===== src/rtl/pc_unit_if.sv =====
// Bus between the IF-stage program counter and the pipeline control that steers it.
// The master side supplies next-PC controls and targets; the slave side returns the PC state.
interface pc_unit_if #(
    parameter int AW = 32
) ();
    localparam int PW = AW - 2;

    logic          pc_wr;
    logic [1:0]    npc_sel;
    logic [PW-1:0] br_target;
    logic [PW-1:0] j_target;
    logic [PW-1:0] jr_target;
    logic          call;
    logic          ret_pred;
    logic          redirect;
    logic [PW-1:0] redirect_pc;
    logic          exc_req;
    logic [PW-1:0] exc_epc;
    logic          eret;
    logic [PW-1:0] pc;
    logic [PW-1:0] pc_plus1;
    logic [PW-1:0] epc;
    logic          exl;
    logic          ras_empty;

    modport master (
        output pc_wr, npc_sel, br_target, j_target, jr_target, call, ret_pred,
               redirect, redirect_pc, exc_req, exc_epc, eret,
        input  pc, pc_plus1, epc, exl, ras_empty
    );

    modport slave (
        input  pc_wr, npc_sel, br_target, j_target, jr_target, call, ret_pred,
               redirect, redirect_pc, exc_req, exc_epc, eret,
        output pc, pc_plus1, epc, exl, ras_empty
    );
endinterface


===== src/rtl/pc_unit.sv =====
// IF-stage program counter: word-addressed PC with reset vector, stall, prioritised
// next-PC selection, single-level exception entry/return (EPC/EXL) and a circular
// return-address stack that predicts jr $ra targets.
module pc_unit #(
    parameter int              AW        = 32,
    parameter logic [AW-1:0]   RESET_VEC = 32'h0000_3000,
    parameter logic [AW-1:0]   EXC_VEC   = 32'h0000_4180,
    parameter int              RAS_DEPTH = 4
) (
    input  logic      clk,
    input  logic      rst,
    pc_unit_if.slave  bus
);
    localparam int PW   = AW - 2;
    localparam int PTRW = $clog2(RAS_DEPTH);
    localparam int CW   = PTRW + 1;

    localparam logic [PW-1:0]   PC_ONE   = PW'(1);
    localparam logic [PTRW-1:0] PTR_ONE  = PTRW'(1);
    localparam logic [CW-1:0]   CNT_ONE  = CW'(1);
    localparam logic [CW-1:0]   CNT_ZERO = CW'(0);
    localparam logic [CW-1:0]   CNT_FULL = CW'(RAS_DEPTH);

    logic [PW-1:0]   pc_q,  pc_d;
    logic [PW-1:0]   epc_q, epc_d;
    logic            exl_q, exl_d;
    logic [PTRW-1:0] ras_ptr_q, ras_ptr_d;
    logic [CW-1:0]   ras_cnt_q, ras_cnt_d;
    logic            ras_empty_q;
    logic [PW-1:0]   ras_mem_q [RAS_DEPTH];

    logic [PW-1:0]   pc_plus1_s;
    logic [PW-1:0]   ras_top_s;
    logic            push_s;
    logic            pop_s;
    logic            ras_we_s;
    logic [PTRW-1:0] ras_wa_s;

    assign pc_plus1_s = pc_q + PC_ONE;
    assign ras_top_s  = ras_mem_q[ras_ptr_q];

    // Only the normal advance path (no exception/eret/redirect) may touch the RAS.
    assign push_s = bus.call;
    assign pop_s  = (bus.npc_sel == 2'b11) && bus.ret_pred && !ras_empty_q;

    // Next-state selection: exception > eret > redirect > normal advance > hold.
    always_comb begin
        pc_d      = pc_q;
        epc_d     = epc_q;
        exl_d     = exl_q;
        ras_ptr_d = ras_ptr_q;
        ras_cnt_d = ras_cnt_q;
        ras_we_s  = 1'b0;
        ras_wa_s  = ras_ptr_q;
        if (bus.exc_req && !exl_q) begin
            pc_d  = EXC_VEC[AW-1:2];
            epc_d = bus.exc_epc;
            exl_d = 1'b1;
        end else if (bus.eret && exl_q) begin
            pc_d  = epc_q;
            exl_d = 1'b0;
        end else if (bus.redirect) begin
            pc_d = bus.redirect_pc;
        end else if (bus.pc_wr) begin
            case (bus.npc_sel)
                2'b00:   pc_d = pc_plus1_s;
                2'b01:   pc_d = bus.br_target;
                2'b10:   pc_d = bus.j_target;
                2'b11:   pc_d = pop_s ? ras_top_s : bus.jr_target;
                default: pc_d = pc_plus1_s;
            endcase
            if (push_s && pop_s) begin
                // Return and call together: the popped slot is reused for the new link.
                ras_we_s = 1'b1;
                ras_wa_s = ras_ptr_q;
            end else if (push_s) begin
                // Full stack wraps and silently overwrites the oldest entry.
                ras_we_s  = 1'b1;
                ras_wa_s  = ras_ptr_q + PTR_ONE;
                ras_ptr_d = ras_ptr_q + PTR_ONE;
                ras_cnt_d = (ras_cnt_q == CNT_FULL) ? ras_cnt_q : ras_cnt_q + CNT_ONE;
            end else if (pop_s) begin
                ras_ptr_d = ras_ptr_q - PTR_ONE;
                ras_cnt_d = ras_cnt_q - CNT_ONE;
            end else begin
                ras_we_s = 1'b0;
            end
        end else begin
            pc_d = pc_q;
        end
    end

    // PC, exception state and RAS bookkeeping registers.
    always_ff @(posedge clk or negedge rst) begin
        if (!rst) begin
            pc_q        <= RESET_VEC[AW-1:2];
            epc_q       <= {PW{1'b0}};
            exl_q       <= 1'b0;
            ras_ptr_q   <= {PTRW{1'b0}};
            ras_cnt_q   <= CNT_ZERO;
            ras_empty_q <= 1'b1;
        end else begin
            pc_q        <= pc_d;
            epc_q       <= epc_d;
            exl_q       <= exl_d;
            ras_ptr_q   <= ras_ptr_d;
            ras_cnt_q   <= ras_cnt_d;
            ras_empty_q <= (ras_cnt_d == CNT_ZERO);
        end
    end

    // RAS storage; contents are don't-care after reset since count gates every read.
    always_ff @(posedge clk) begin
        if (ras_we_s) begin
            ras_mem_q[ras_wa_s] <= pc_plus1_s;
        end else begin
            ras_mem_q[ras_wa_s] <= ras_mem_q[ras_wa_s];
        end
    end

    assign bus.pc        = pc_q;
    assign bus.pc_plus1  = pc_plus1_s;
    assign bus.epc       = epc_q;
    assign bus.exl       = exl_q;
    assign bus.ras_empty = ras_empty_q;
endmodule


===== src/flat_wrapper.sv =====
// flat-port wrapper written by rule: the top's interface ports become plain ports
module pc_unit_flat 
#(
    parameter int              AW        = 32,
    parameter logic [AW-1:0]   RESET_VEC = 32'h0000_3000,
    parameter logic [AW-1:0]   EXC_VEC   = 32'h0000_4180,
    parameter int              RAS_DEPTH = 4
)
  (clk, rst, bus_pc_wr, bus_npc_sel, bus_br_target, bus_j_target, bus_jr_target, bus_call, bus_ret_pred, bus_redirect, bus_redirect_pc, bus_exc_req, bus_exc_epc, bus_eret, bus_pc, bus_pc_plus1, bus_epc, bus_exl, bus_ras_empty);
  pc_unit_if #(.AW(AW)) bus_i ();
  input  logic clk;
  input  logic rst;
  input wire logic [$bits(bus_i.pc_wr)-1:0] bus_pc_wr;
  input wire logic [$bits(bus_i.npc_sel)-1:0] bus_npc_sel;
  input wire logic [$bits(bus_i.br_target)-1:0] bus_br_target;
  input wire logic [$bits(bus_i.j_target)-1:0] bus_j_target;
  input wire logic [$bits(bus_i.jr_target)-1:0] bus_jr_target;
  input wire logic [$bits(bus_i.call)-1:0] bus_call;
  input wire logic [$bits(bus_i.ret_pred)-1:0] bus_ret_pred;
  input wire logic [$bits(bus_i.redirect)-1:0] bus_redirect;
  input wire logic [$bits(bus_i.redirect_pc)-1:0] bus_redirect_pc;
  input wire logic [$bits(bus_i.exc_req)-1:0] bus_exc_req;
  input wire logic [$bits(bus_i.exc_epc)-1:0] bus_exc_epc;
  input wire logic [$bits(bus_i.eret)-1:0] bus_eret;
  output wire logic [$bits(bus_i.pc)-1:0] bus_pc;
  output wire logic [$bits(bus_i.pc_plus1)-1:0] bus_pc_plus1;
  output wire logic [$bits(bus_i.epc)-1:0] bus_epc;
  output wire logic [$bits(bus_i.exl)-1:0] bus_exl;
  output wire logic [$bits(bus_i.ras_empty)-1:0] bus_ras_empty;
  assign bus_i.pc_wr = bus_pc_wr;
  assign bus_i.npc_sel = bus_npc_sel;
  assign bus_i.br_target = bus_br_target;
  assign bus_i.j_target = bus_j_target;
  assign bus_i.jr_target = bus_jr_target;
  assign bus_i.call = bus_call;
  assign bus_i.ret_pred = bus_ret_pred;
  assign bus_i.redirect = bus_redirect;
  assign bus_i.redirect_pc = bus_redirect_pc;
  assign bus_i.exc_req = bus_exc_req;
  assign bus_i.exc_epc = bus_exc_epc;
  assign bus_i.eret = bus_eret;
  assign bus_pc = bus_i.pc;
  assign bus_pc_plus1 = bus_i.pc_plus1;
  assign bus_epc = bus_i.epc;
  assign bus_exl = bus_i.exl;
  assign bus_ras_empty = bus_i.ras_empty;
  pc_unit #(.AW(AW), .RESET_VEC(RESET_VEC), .EXC_VEC(EXC_VEC), .RAS_DEPTH(RAS_DEPTH)) u_core (.clk(clk), .rst(rst), .bus(bus_i));
endmodule

===== config.mk =====
export PLATFORM = sky130hd
export DESIGN_NAME = pc_unit_flat
export DESIGN_NICKNAME = d
export VERILOG_FILES = /design/src/rtl/pc_unit_if.sv /design/src/rtl/pc_unit.sv /design/src/flat_wrapper.sv
export SDC_FILE = /design/constraint.sdc
export NUM_CORES = 1
export LEC_CHECK = 0
export CORE_MARGIN = 2
export CORE_UTILIZATION = 45
export CTS_CLUSTER_SIZE = 16
export DETAILED_ROUTE_END_ITERATION = 10
export PLACE_DENSITY = 0.74
export SETUP_SLACK_MARGIN = 0.1
export SYNTH_ARGS = -nofsm -noshare
export SYNTH_HDL_FRONTEND = slang
export SYNTH_SLANG_ARGS = --single-unit

===== constraint.sdc =====
create_clock -name clk -period 3.5 [get_ports clk]
set_input_delay 0.7 -clock clk [delete_from_list [all_inputs] [get_ports clk]]
set_output_delay 0.7 -clock clk [all_outputs]
set_load 0.05 [all_outputs]

## Word-level counts from Yosys, hierarchy flattened

Memories as Yosys holds them, arrays and structs flattened.
Cells that the tools add are included.

| storage, ports and cells | value |
|---|---|
| bits in registers | 67 |
| memory bits (writable) | 120 |
| input bits | 160 |
| output and inout port bits | 92 |
| logic and storage cells | 70 |
| memories | 1 |

| operators by class | value |
|---|---|
| add/subtract/negate cells | 5 |
| equality and inequality tests | 5 |
| multiplexer cells | 34 |
| bitwise gates (word level) | 5 |
| reductions and logical operators | 14 |

Memory list:

| memory | depth | bits a word | read ports | clocked after memory_dff | write ports | line | RTL |
|---|---|---|---|---|---|---|---|
| u_core.ras_mem_q | 4 | 30 | 1 | 0 | 1 | pc_unit.sv:30 | `logic [PW-1:0] ras_mem_q [RAS_DEPTH];` |

Operator list:

| operator | count |
|---|---|
| two-way mux 30 bit | 6 |
| one-hot mux 30 bit (4 select lines) | 1 |
| adder 30 x 1 -> 30 bit, second input constant | 1 |
| two-way mux 3 bit | 8 |
| two-way mux 2 bit | 8 |
| two-way mux 1 bit | 11 |
| AND reduction 6 bit | 1 |
| logical AND 1 bit | 5 |
| equality test 2 bit, second input constant | 2 |
| inverter 1 bit | 4 |
| nonzero test 2 bit | 2 |
| nonzero test 4 bit | 1 |
| adder 3 x 1 -> 3 bit, second input constant | 1 |
| equality test 3 bit, second input constant | 1 |
| zero test 3 bit | 1 |
| subtractor 3 x 1 -> 3 bit, second input constant | 1 |
| adder 2 x 1 -> 2 bit, second input constant | 1 |
| equality test 2 x 1 -> 1 bit, second input constant | 1 |
| zero test 1 bit | 2 |
| zero test 2 bit | 1 |
| AND reduction 2 bit | 1 |
| subtractor 2 x 1 -> 2 bit, second input constant | 1 |
| inequality test 0 bit | 1 |
| bitwise OR 1 bit | 1 |

## Logic depth before layout (Yosys ltp)

| logic depth | value |
|---|---|
| word-level depth | 12 |
| mapped depth | 9 |
| depth with buffers taken out | 7 |

## Worst setup path after synthesis

Ideal clock, no wire load.

| path | value |
|---|---|
| path type | input port to flip-flop |
| from | in bus_npc_sel[1] |
| to | mem u_core.ras_mem_q[3][0] (netlist name) (enable) |
| arrival | 3.532 ns |
| data required time | 3.073 ns |
| slack | -0.459 ns |
| stages | 9 |
| cell sequence | clkbuf_1 -> and4b_1 -> clkbuf_1 -> clkbuf_1 -> buf_1 -> nand2_1 -> o21ai_0 -> nand2_1 -> a21oi_1 |

| on the way | value |
|---|---|
| cells in the longest elaborated chain, start to end | 12 |
| elaborated cells on any way between the ends | 19 |
| those cells by class | eq/ne (1); mux (13); bitwise (1); reduce/logical (4) |

RTL lines:

| what | line | RTL |
|---|---|---|
| start: declaration | flat_wrapper.sv:14 | `input wire logic [$bits(bus_i.npc_sel)-1:0] bus_npc_sel;` |
| equality test 2 bit (*) | pc_unit.sv:44 | `assign pop_s = (bus.npc_sel == 2'b11) && bus.ret_pred && !ras_empty_q;` |
| logical AND 1 bit (*) (2 in a row) | pc_unit.sv:44 |  |
| logical AND 1 bit (*) | pc_unit.sv:72 | `if (push_s && pop_s) begin` |
| two-way mux 1 bit | pc_unit.sv:72 |  |
| two-way mux 1 bit | pc_unit.sv:64 | `end else if (bus.pc_wr) begin` |
| two-way mux 1 bit | pc_unit.sv:62 | `end else if (bus.redirect) begin` |
| two-way mux 1 bit | pc_unit.sv:59 | `end else if (bus.eret && exl_q) begin` |
| two-way mux 1 bit | pc_unit.sv:55 | `if (bus.exc_req && !exl_q) begin` |
| two-way mux 1 bit, on equally long branches | pc_unit.sv:114, pc_unit.sv:117 |  |
| two-way mux 1 bit (implied by the code) or AND reduction 2 bit (tied branches) | n/a |  |
| bitwise OR 1 bit (no line) | n/a |  |
| end: declaration | pc_unit.sv:30 |  |

Mark *: on every way between the ends. The rest lies on a longest branch, timed or not.

## Worst setup path in the final report

| path | value |
|---|---|
| from | reg u_core.pc_q[11] (netlist: u_core.bus.pc[11]) |
| to | out bus_pc_plus1[27] |

| on the way | value |
|---|---|
| cells in the longest elaborated chain, start to end | 1 |

RTL lines:

| what | line | RTL |
|---|---|---|
| start: declaration | pc_unit.sv:24 | `logic [PW-1:0] pc_q, pc_d;` |
| start signal: assignment | pc_unit.sv:96 | `pc_q <= RESET_VEC[AW-1:2];` |
| start signal: assignment | pc_unit.sv:103 | `pc_q <= pc_d;` |
| adder 30 x 1 -> 30 bit | pc_unit.sv:39 | `assign pc_plus1_s = pc_q + PC_ONE;` |
| end: declaration | flat_wrapper.sv:26 | `output wire logic [$bits(bus_i.pc_plus1)-1:0] bus_pc_plus1;` |

Every way passes these cells.

==> impl_metrics.env <==
export IMPL_die_w_um=150
export IMPL_cts_reportedPaths_clkPinSlew_ns=0.08
export IMPL_dieArea_um2=22400
export IMPL_synth_avg_cell_area_um2=11.3
export IMPL_cp_num_buf_inv=1
export IMPL_area_growth_pct=41.7
export IMPL_ys_ff_latch=187
export IMPL_crit_required_ns=2.80
export IMPL_worstPathMaxFanout=8
export IMPL_cts_root_buffer="clkbuf_16"
export IMPL_yosysSeqAreaShare_pct=55.3
export IMPL_skew_ns=0.0131
export IMPL_rsz0062_at_grt="true"
export IMPL_grt_pass1_wl_um=49700
export IMPL_rows=53
export IMPL_cts_buffers=17
export IMPL_cp_endpoint="bus_pc_plus1[27]"
export IMPL_routabilityCongestion=0.919
export IMPL_syn_inst=847
export IMPL_cp_startpoint="u_core.bus.pc[11]"
export IMPL_power_leakage_nw=5.15
export IMPL_path_delay_family="simple AND/OR/NAND/NOR gates"
export IMPL_grt_ovfl_total=0
export IMPL_port_buffers=251
export IMPL_outcome="complete, no violations"
export IMPL_synth_area_leaders="edfxtp_1, dfrtp_1, mux4_2, nand2_1, a21oi_1"
export IMPL_fp_coreArea_um2=21000
export IMPL_drt_total_wl_um=33200
export IMPL_grt_pass1_vias=8290
export IMPL_cts_hold_buf=0
export IMPL_htree_levels=4
export IMPL_ff2ff_path_depth=4
export IMPL_ant_nets=0
export IMPL_wl_per_cell_um=23.7
export IMPL_max_cap_violations=0
export IMPL_setup_viol=0
export IMPL_synth_edff_count=120
export IMPL_yosys_warnings=0
export IMPL_crit_chain="nand4_1 -> or4_4 -> or4_1 -> nand2_2 -> buf_12"
export IMPL_antenna_cells=0
export IMPL_clk_latency_ns=0.44
export IMPL_critPathMaxStageDelay_ns=0.59
export IMPL_vias=8415
export IMPL_synth_fp_nets=1013
export IMPL_cp_end_kind="primary output"
export IMPL_r2r_start="u_core.ras_ptr_q[0]"
export IMPL_tightestPinTransition_ns=0.893
export IMPL_final_max_slew_violation_count=0
export IMPL_ys_flop_type="edfxtp_1"
export IMPL_hold_class="in -> async"
export IMPL_vias_per_cell=6.00
export IMPL_crit_cells=5
export IMPL_critPathKind="reg -> out"
export IMPL_yosysTopAreaCellShare_pct=37.7
export IMPL_drt_pass1_iter_count=8
export IMPL_tns_ns=0
export IMPL_io_pins=252
export IMPL_cts_path_max_buffers=2
export IMPL_track_usage_pct=30.1
export IMPL_hold_violations=0
export IMPL_cp_slowest_cell="or4_4"
export IMPL_yosysUniqueCellTypes=75
export IMPL_irDropWorstVdd_mv=0.400
export IMPL_synth_cell_area_um2=9560
export IMPL_clock_sinks=187
export IMPL_cts_tree="done"
export IMPL_reg2reg_to="u_core.bus.pc[28]"
export IMPL_grt_antenna_before_repair=0
export IMPL_drcViolationCount=0
export IMPL_whs_ns=0.374
export IMPL_nNetsFinal=1280
export IMPL_fin_crit_sh_pct=95.6
export IMPL_start_util_pct=45.6
export IMPL_die_h_um=150
export IMPL_synth_top_area_cell="edfxtp_1"
export IMPL_worstSetupStartpointType="register"
export IMPL_grt_max_degree=42
export IMPL_cp_arrival_ns=2.65
export IMPL_power_density_nw_per_um2=608
export IMPL_final_layout_size_suffix_gt1_share_pct=16.5
export IMPL_synth_async_reset_ratio_pct=35.8
export IMPL_max_freq_mhz=299
export IMPL_drt_iter0_markers=709
export IMPL_hpwl_um=24500
export IMPL_ff2ff_setup_slack_ns=0.80
export IMPL_max_slew_margin_pct=40.5
export IMPL_fill_cells=1646
export IMPL_fin_crit_ns=3.35
## cells in the final DEF, fill, tap and decap left out, drive strengths merged, types with 8 or more instances in the layout
master	n
a221o	11
o221ai	11
nand2	156
o21ai	36
xnor2	18
nand2b	15
a21oi	37
clkbuf	18
clkdlybuf4s50	226
mux4	30
nand3	31
inv	35
nor2	30
buf	80
or2	8
nor2b	8
a2bb2oi	10
a31oi	12
and3	10
a221oi	15
edfxtp	120
a22oi	8
dfrtp	64
o2bb2ai	8
nand4	9
xor2	9
## report_power, final
group          switching (mW)  internal, mW
registers               0.365          2.67
logic                    1.89          1.31
clock network           0.903          1.08
total                    3.16          5.07
## Yosys cell counts (7+ instances only)
cell and number:
dfrtp_1 64, nand4_1 7, nand2_1 156, a221oi_1 15, xnor2_1 18, nand2b_1 15
nand3_1 30, a2bb2oi_1 10, a22oi_1 8, or2_2 8, clkbuf_1 42, o2bb2ai_1 8
nor2_1 30, xor2_1 9, mux4_2 30, a21oi_1 37, a31oi_1 12, nor3_1 7
a221o_1 11, edfxtp_1 120, nor2b_1 8, o221ai_1 11, and3_1 10, inv_1 28
buf_1 12, nor4_1 7, o21ai_0 36
## metrics by stage
| step | total power [mW] | setup slack, ns | std cells | area (um2) | utilization [%] |
|---|---|---|---|---|---|
| 6_report | 8.23 | 0.153 | 1402 | 13500 | 64.6 |
| 5_1_grt | 8.54 | 0.0521 | 1402 | 13500 | 64.6 |
| 4_1_cts | 8.22 | 0.0907 | 1398 | 13500 | 64.2 |
| 3_5_place_dp | 6.23 | 0.361 | 1362 | 12800 | 61.1 |
| 3_3_place_gp | 6.19 | 0.337 | 1362 | 12800 | 61.1 |
| 2_1_floorplan | 4.92 | 0.134 | 847 | 9660 | - |
## how the worst min path moves through the flow
| stage | start | end | slack, ns | cells after the start |
|---|---|---|---|---|
| after floorplan | rst | u_core.bus.epc[0] | 0.40 | 0 |
| after global placement | u_core.bus.epc[9] | u_core.bus.epc[9] | 0.49 | 2 |
| after detailed placement | u_core.bus.epc[29] | u_core.bus.epc[29] | 0.50 | 2 |
| after CTS | rst | u_core.bus.pc[21] | 0.40 | 1 |
| after global routing | rst | u_core.bus.pc[24] | 0.45 | 1 |
| final | rst | u_core.bus.pc[26] | 0.37 | 1 |
## per-layer routing
metal	track usage, %	vias to the layer above	share of wire (%)
met5	0	-	0
met4	12.7	0	3.9
met3	6.65	73	9.5
met2	49.0	472	49
met1	39.2	4129	38
li1	-	3741	-
## area by class of cell
type	instances	area [um2]	share of cell area, %
clock buffer	18	429	3.17
clock inverter	14	176	1.30
inverter	28	105	0.776
multi-input combinational	571	4110	30.3
sequential	187	5290	39.1
tap	275	344	2.54
timing repair buffer	309	3090	22.8
## state kept, by name, summed over array words and instances, names as in the netlist
| name | cells |
|---|---|
| u_core.bus.epc | 30 |
| u_core.bus.pc | 30 |
| u_core.ras_cnt_q | 3 |
| u_core.bus.exl | 1 |
| u_core.ras_mem_q | 120 |
| u_core.bus.ras_empty | 1 |
| u_core.ras_ptr_q | 2 |
## logic make-up after synthesis
logic type,after synthesis,share of synthesized area [%]
fa+ha+maj,6,0.786
simple gates,301,15.0
buf+inv,89,3.65
xor+xnor,27,2.47
mux,34,7.50
compound gates,203,15.3
flops,187,55.3
## repair_timing
action,CTS,global route
buffers inserted,4,4
pin swaps,2,4
endpoints found under the setup margin,7,16
resized for setup,8,9
Power figures use the tool's default switching activity.
==> RTL change 1, RTL diff (config.mk and constraints unchanged) <==
Reset style: synchronous (`rst`), changed in one clocked block.
--- a/src/rtl/pc_unit.sv
+++ b/src/rtl/pc_unit.sv
@@ -91,7 +91,7 @@
     end
 
     // PC, exception state and RAS bookkeeping registers.
-    always_ff @(posedge clk or negedge rst) begin
+    always_ff @(posedge clk) begin
         if (!rst) begin
             pc_q        <= RESET_VEC[AW-1:2];
             epc_q       <= {PW{1'b0}};
Behaviour: differs if rst is asserted again (counterexample within 4 cycles, from zero or initial values and one cycle with rst low); with rst held inactive, the same outputs for 4 cycles.
==> RTL change 1 against the unedited design <==
Setup slack gained 0.040 ns; first-iteration DRC count grew 51%; area after synthesis shrank 0.38%; sequential cell count grew 2; wire length grew 4.7%; design area shrank 2.7%; largest cell class unchanged.
Power is not compared: it rests on default switching activity, and its combinational part moved more than twofold at a synthesized area within 25%.
==> RTL change 1: results <==
group,metric,value,unit
outcome,status,"completed",
clocking,ctsResizeCount,3,
setup_path,arrival,2.61,ns
synth,ys_types,71,
cells_and_area,post_route_cells_drive_above_1_share,0.145,
global_routing,grt_pass1_vias,8243,
sta,tightest_slew,0.870,ns
cells_and_area,fillers,1681,
cells_and_area,nets,1314,
placed_design,gp_congestion,0.913,
clocking,post-cts-setup-buffers,2,
synth,synth_top_area_frac,0.379,
global_routing,grt.total_usage,0.308,
synth,ys_top_cells_by_area,"edfxtp_1 38%, dfxtp_1 15%, mux4_2 5.4%, nand2_1 5.3%, a21oi_1 3.2%",
routing,drt_iter0_drc,1071,
routing,dr.pass1.iters,6,
routing,detail_route.vias_per_cell,6.10,
sta,fin_worst_skew,0.00764,ns
setup_path,critPathMaxStageDelay,0.42,ns
synth,synth_async_sr_flop_share,0,
synth,ys_seq_area_frac,0.524,
routing,wire_per_inst,24.2,um
setup_path,worst-path-max-fanout,7,
setup_path,cpMaxStageDelayCell,"dfxtp_2",
global_routing,use_met1,0.402,
global_routing,use_met2,0.476,
synth,syn_nets,1047,
[RTL change 1: changes by cell type after synthesis, moves of 10 or more]
cell | before | now
a21boi_0 | 3 | 32
a21oi_1 | 37 | 61
buf_1 | 12 | 2
buf_2 | 5 | 17
dfrtp_1 | 64 | 0
dfxtp_1 | 0 | 69
nand2_1 | 156 | 134
nor3_1 | 7 | 21
o21ai_0 | 36 | 24
o22ai_1 | 5 | 15
[RTL change 1: logic make-up (layout without fill, tap and decap cells)]
kind of cell             count (synthesis)  in the layout  synth area share
AND/OR/NAND/NOR                        297            297             0.149
adder cells (fa/ha/maj)                  6              6           0.00789
buffers and inverters                   89            369            0.0397
XOR/XNOR                                21             21            0.0193
multiplexers                            37             37            0.0820
AO/OA/AOI/OAI                          242            242             0.178
flip-flops                             189            189             0.524
[RTL change 1: cell type report]
type / count / area (sq um) / area share
multi-input cells: 603 / 4170 / 0.317
inverters: 23 / 86.3 / 0.00655
clock inverters: 15 / 153 / 0.0116
repair buffers: 314 / 3010 / 0.228
flip-flops and latches: 189 / 4990 / 0.378
clock buffers: 17 / 425 / 0.0323
well taps: 275 / 344 / 0.0261
[RTL change 1: critical path: cells and delay by family, from the launching register on]
family	cells	cell delay [ns]
buffers and inverters	1	0.21
AO/OA/AOI/OAI	1	0.36
adder cells (fa/ha/maj)	1	0.27
AND/OR/NAND/NOR	3	0.91
flip-flops	1	0.42
[RTL change 1: final timing paths]
path	from	to	slack [ns]	cells past startpoint
hold reg to reg	u_core.bus.epc[21]	u_core.bus.epc[21]	0.49	2
setup reg to reg	register	u_core.bus.pc[10]	1.12	6
hold / removal	u_core.bus.epc[21]	u_core.bus.epc[21]	0.49	2
setup / recovery	u_core.bus.pc[0]	bus_pc_plus1[22]	0.19	6
[RTL change 1: power by group through the flow]
| stage | clock network, mW | logic, mW | registers (mW) |
|---|---|---|---|
| 3_5_place_dp | 0 | 1.16 | 2.58 |
| 5_1_grt | 2.02 | 1.23 | 2.54 |
| 3_3_place_gp | 0 | 1.16 | 2.58 |
| 6_report | 1.93 | 1.18 | 2.53 |
| 2_1_floorplan | 0 | 0.464 | 2.71 |
| 4_1_cts | 1.92 | 1.17 | 2.53 |
[RTL change 1: through the flow]
step,util,area [sq um],setup WS [ns],cells,hold WS (ns)
floorplan,-,9530,0.112,881,0.473
global placement,0.603,12600,0.431,1402,0.472
detailed placement,0.603,12600,0.399,1402,0.483
CTS,0.631,13200,0.108,1436,0.496
global route,0.631,13200,0.114,1436,0.514
finish,0.631,13200,0.193,1436,0.491
[RTL change 1: routing by layer]
layer	vias to the layer above	wire, um
li1	3878	-
met1	4208	13700
met5	-	0
met3	77	4380
met4	0	1200
met2	603	15600
==> RTL change 2, RTL diff (same flow settings) <==
Made on the original files. `RAS_DEPTH` is set to 4 in 2 places; all go to 8.
--- a/src/rtl/pc_unit.sv
+++ b/src/rtl/pc_unit.sv
@@ -5,7 +5,7 @@
     parameter int              AW        = 32,
     parameter logic [AW-1:0]   RESET_VEC = 32'h0000_3000,
     parameter logic [AW-1:0]   EXC_VEC   = 32'h0000_4180,
-    parameter int              RAS_DEPTH = 4
+    parameter int              RAS_DEPTH = 8
 ) (
     input  logic      clk,
     input  logic      rst,
--- a/src/flat_wrapper.sv
+++ b/src/flat_wrapper.sv
@@ -4,7 +4,7 @@
     parameter int              AW        = 32,
     parameter logic [AW-1:0]   RESET_VEC = 32'h0000_3000,
     parameter logic [AW-1:0]   EXC_VEC   = 32'h0000_4180,
-    parameter int              RAS_DEPTH = 4
+    parameter int              RAS_DEPTH = 8
 )
   (clk, rst, bus_pc_wr, bus_npc_sel, bus_br_target, bus_j_target, bus_jr_target, bus_call, bus_ret_pred, bus_redirect, bus_redirect_pc, bus_exc_req, bus_exc_epc, bus_eret, bus_pc, bus_pc_plus1, bus_epc, bus_exl, bus_ras_empty);
   pc_unit_if #(.AW(AW)) bus_i ();
Behaviour: same outputs for any inputs over 4 cycles, from zero or initial values and one cycle with rst low; that may be too few to reach the edited logic, so the function may still have changed.
==> RTL change 2 against the unedited design <==
Sequential cell count grew 122; area after synthesis rose by 49%; total power grew 52%; clock skew increased by 0.0018 ns; design area grew 42%; wire length is 45% higher; setup slack worse by 0.071 ns; critical path depth grew 2; largest power group is now registers; highest routed layer unchanged.
==> RTL change 2: results <==
group,metric,value,unit
global_routing,grt_pass1_wl,70.4,mm
cells_and_area,fillers,2312,
global_routing,grt_pass1_vias,11200,
setup_path,critPathMaxStageDelay,0.62,ns
setup_path,endpoint,"bus_pc_plus1[29]",
pwr,irDropWorstVdd,0.000402,V
global_routing,grt_max_degree,70,
cells_and_area,largest_register_ffs,240,
sta,fin_worst_skew,0.0149,ns
cells_and_area,nets,1553,
synth,ys_top_cells_by_area,"edfxtp_1 51%, dfrtp_1 12%, mux4_2 9.0%, nand2_1 4.5%, a21oi_1 2.4%",
pwr,p_leak,7.07,nW
clocking,numCtsBuffers,34,
routing,dr.pass1.iters,5,
setup_path,timing.rr.end,"u_core.ras_mem_q[4][3]",
clocking,cts_max_level,2,
synth,ys_types,67,
setup_path,cpMaxStageDelayCell,"dfstp_2",
synth,synth_async_sr_flop_share,0.223,
outcome,status,"completed",
clocking,cts_buffer_depth,3,
synth,synth_fa_ha_area_frac,0.00614,
setup_path,worst-path-max-fanout,10,
placed_design,gp_congestion,0.944,
clocking,clk-insertion-delay-late,0.52,ns
synth,synth_xor_area_frac,0.0188,
setup_path,arrival,2.72,ns
setup_path,rr_worst_depth,7,
placed_design,hpwl,33.5,mm
routing,met2_length,23.9,mm
synth,synth_enable_flop_cells,240,
setup_path,rrSetupSlack,0.83,ns
sta,relSlewSlack,0.301,
synth,syn_nets,1236,
global_routing,use_met1,0.371,
clocking,path_clk_slew,0.06,ns
RTL change 2: cell count changes after synthesis, moves of 19 or more:
| cell | before | now |
|---|---|---|
| nor2_1 | 30 | 57 |
| mux2i_1 | 3 | 25 |
| o22ai_1 | 5 | 24 |
| edfxtp_1 | 120 | 240 |
| a21oi_1 | 37 | 68 |
| mux4_2 | 30 | 57 |
RTL change 2: worst max-delay path, delay by kind of cell (launching register included):
family	cells	cell delay (ns)
xor gates and xnor gates	1	0.22
buffers and inverters	3	0.60
DFF	1	0.62
and+or+nand+nor	3	0.74
RTL change 2: timing repair:
| item | in CTS | in global routing |
|---|---|---|
| gates resized for setup | 9 | 12 |
| endpoints found under the setup margin | 17 | 14 |
| hold buffers | 0 | 0 |
| pin swaps | 3 | 2 |
| setup buffers | 5 | 10 |
RTL change 2: layout make-up:
cell class | instances | area (sq um) | area share
multi-input cells | 672 | 5050 | 0.263
flip-flops and latches | 309 | 8950 | 0.465
repair buffers | 346 | 3530 | 0.184
well taps | 402 | 503 | 0.0261
clock inverters | 22 | 225 | 0.0117
clock buffers | 40 | 895 | 0.0465
inverters | 23 | 86.3 | 0.00449
RTL change 2: through the flow:
stage               setup TNS (ns)  total power [mW]  setup slack [ns]  hold slack, ns
finish                           0              12.5            0.0823           0.333
global route                     0              12.9            0.0210           0.393
CTS                              0              12.5            0.0125           0.347
detailed placement               0              8.88             0.239           0.478
global placement                 0              8.83             0.271           0.483
floorplan                   -34.29              7.15            -0.297           0.404
RTL change 2: where the power goes:
| group | switching [mW] | leakage, nW | total, mW | internal (mW) |
|---|---|---|---|---|
| logic | 2.55 | 3.51 | 4.20 | 1.65 |
| registers | 0.337 | 3.02 | 4.70 | 4.37 |
| clock network | 1.45 | 0.547 | 3.59 | 2.14 |
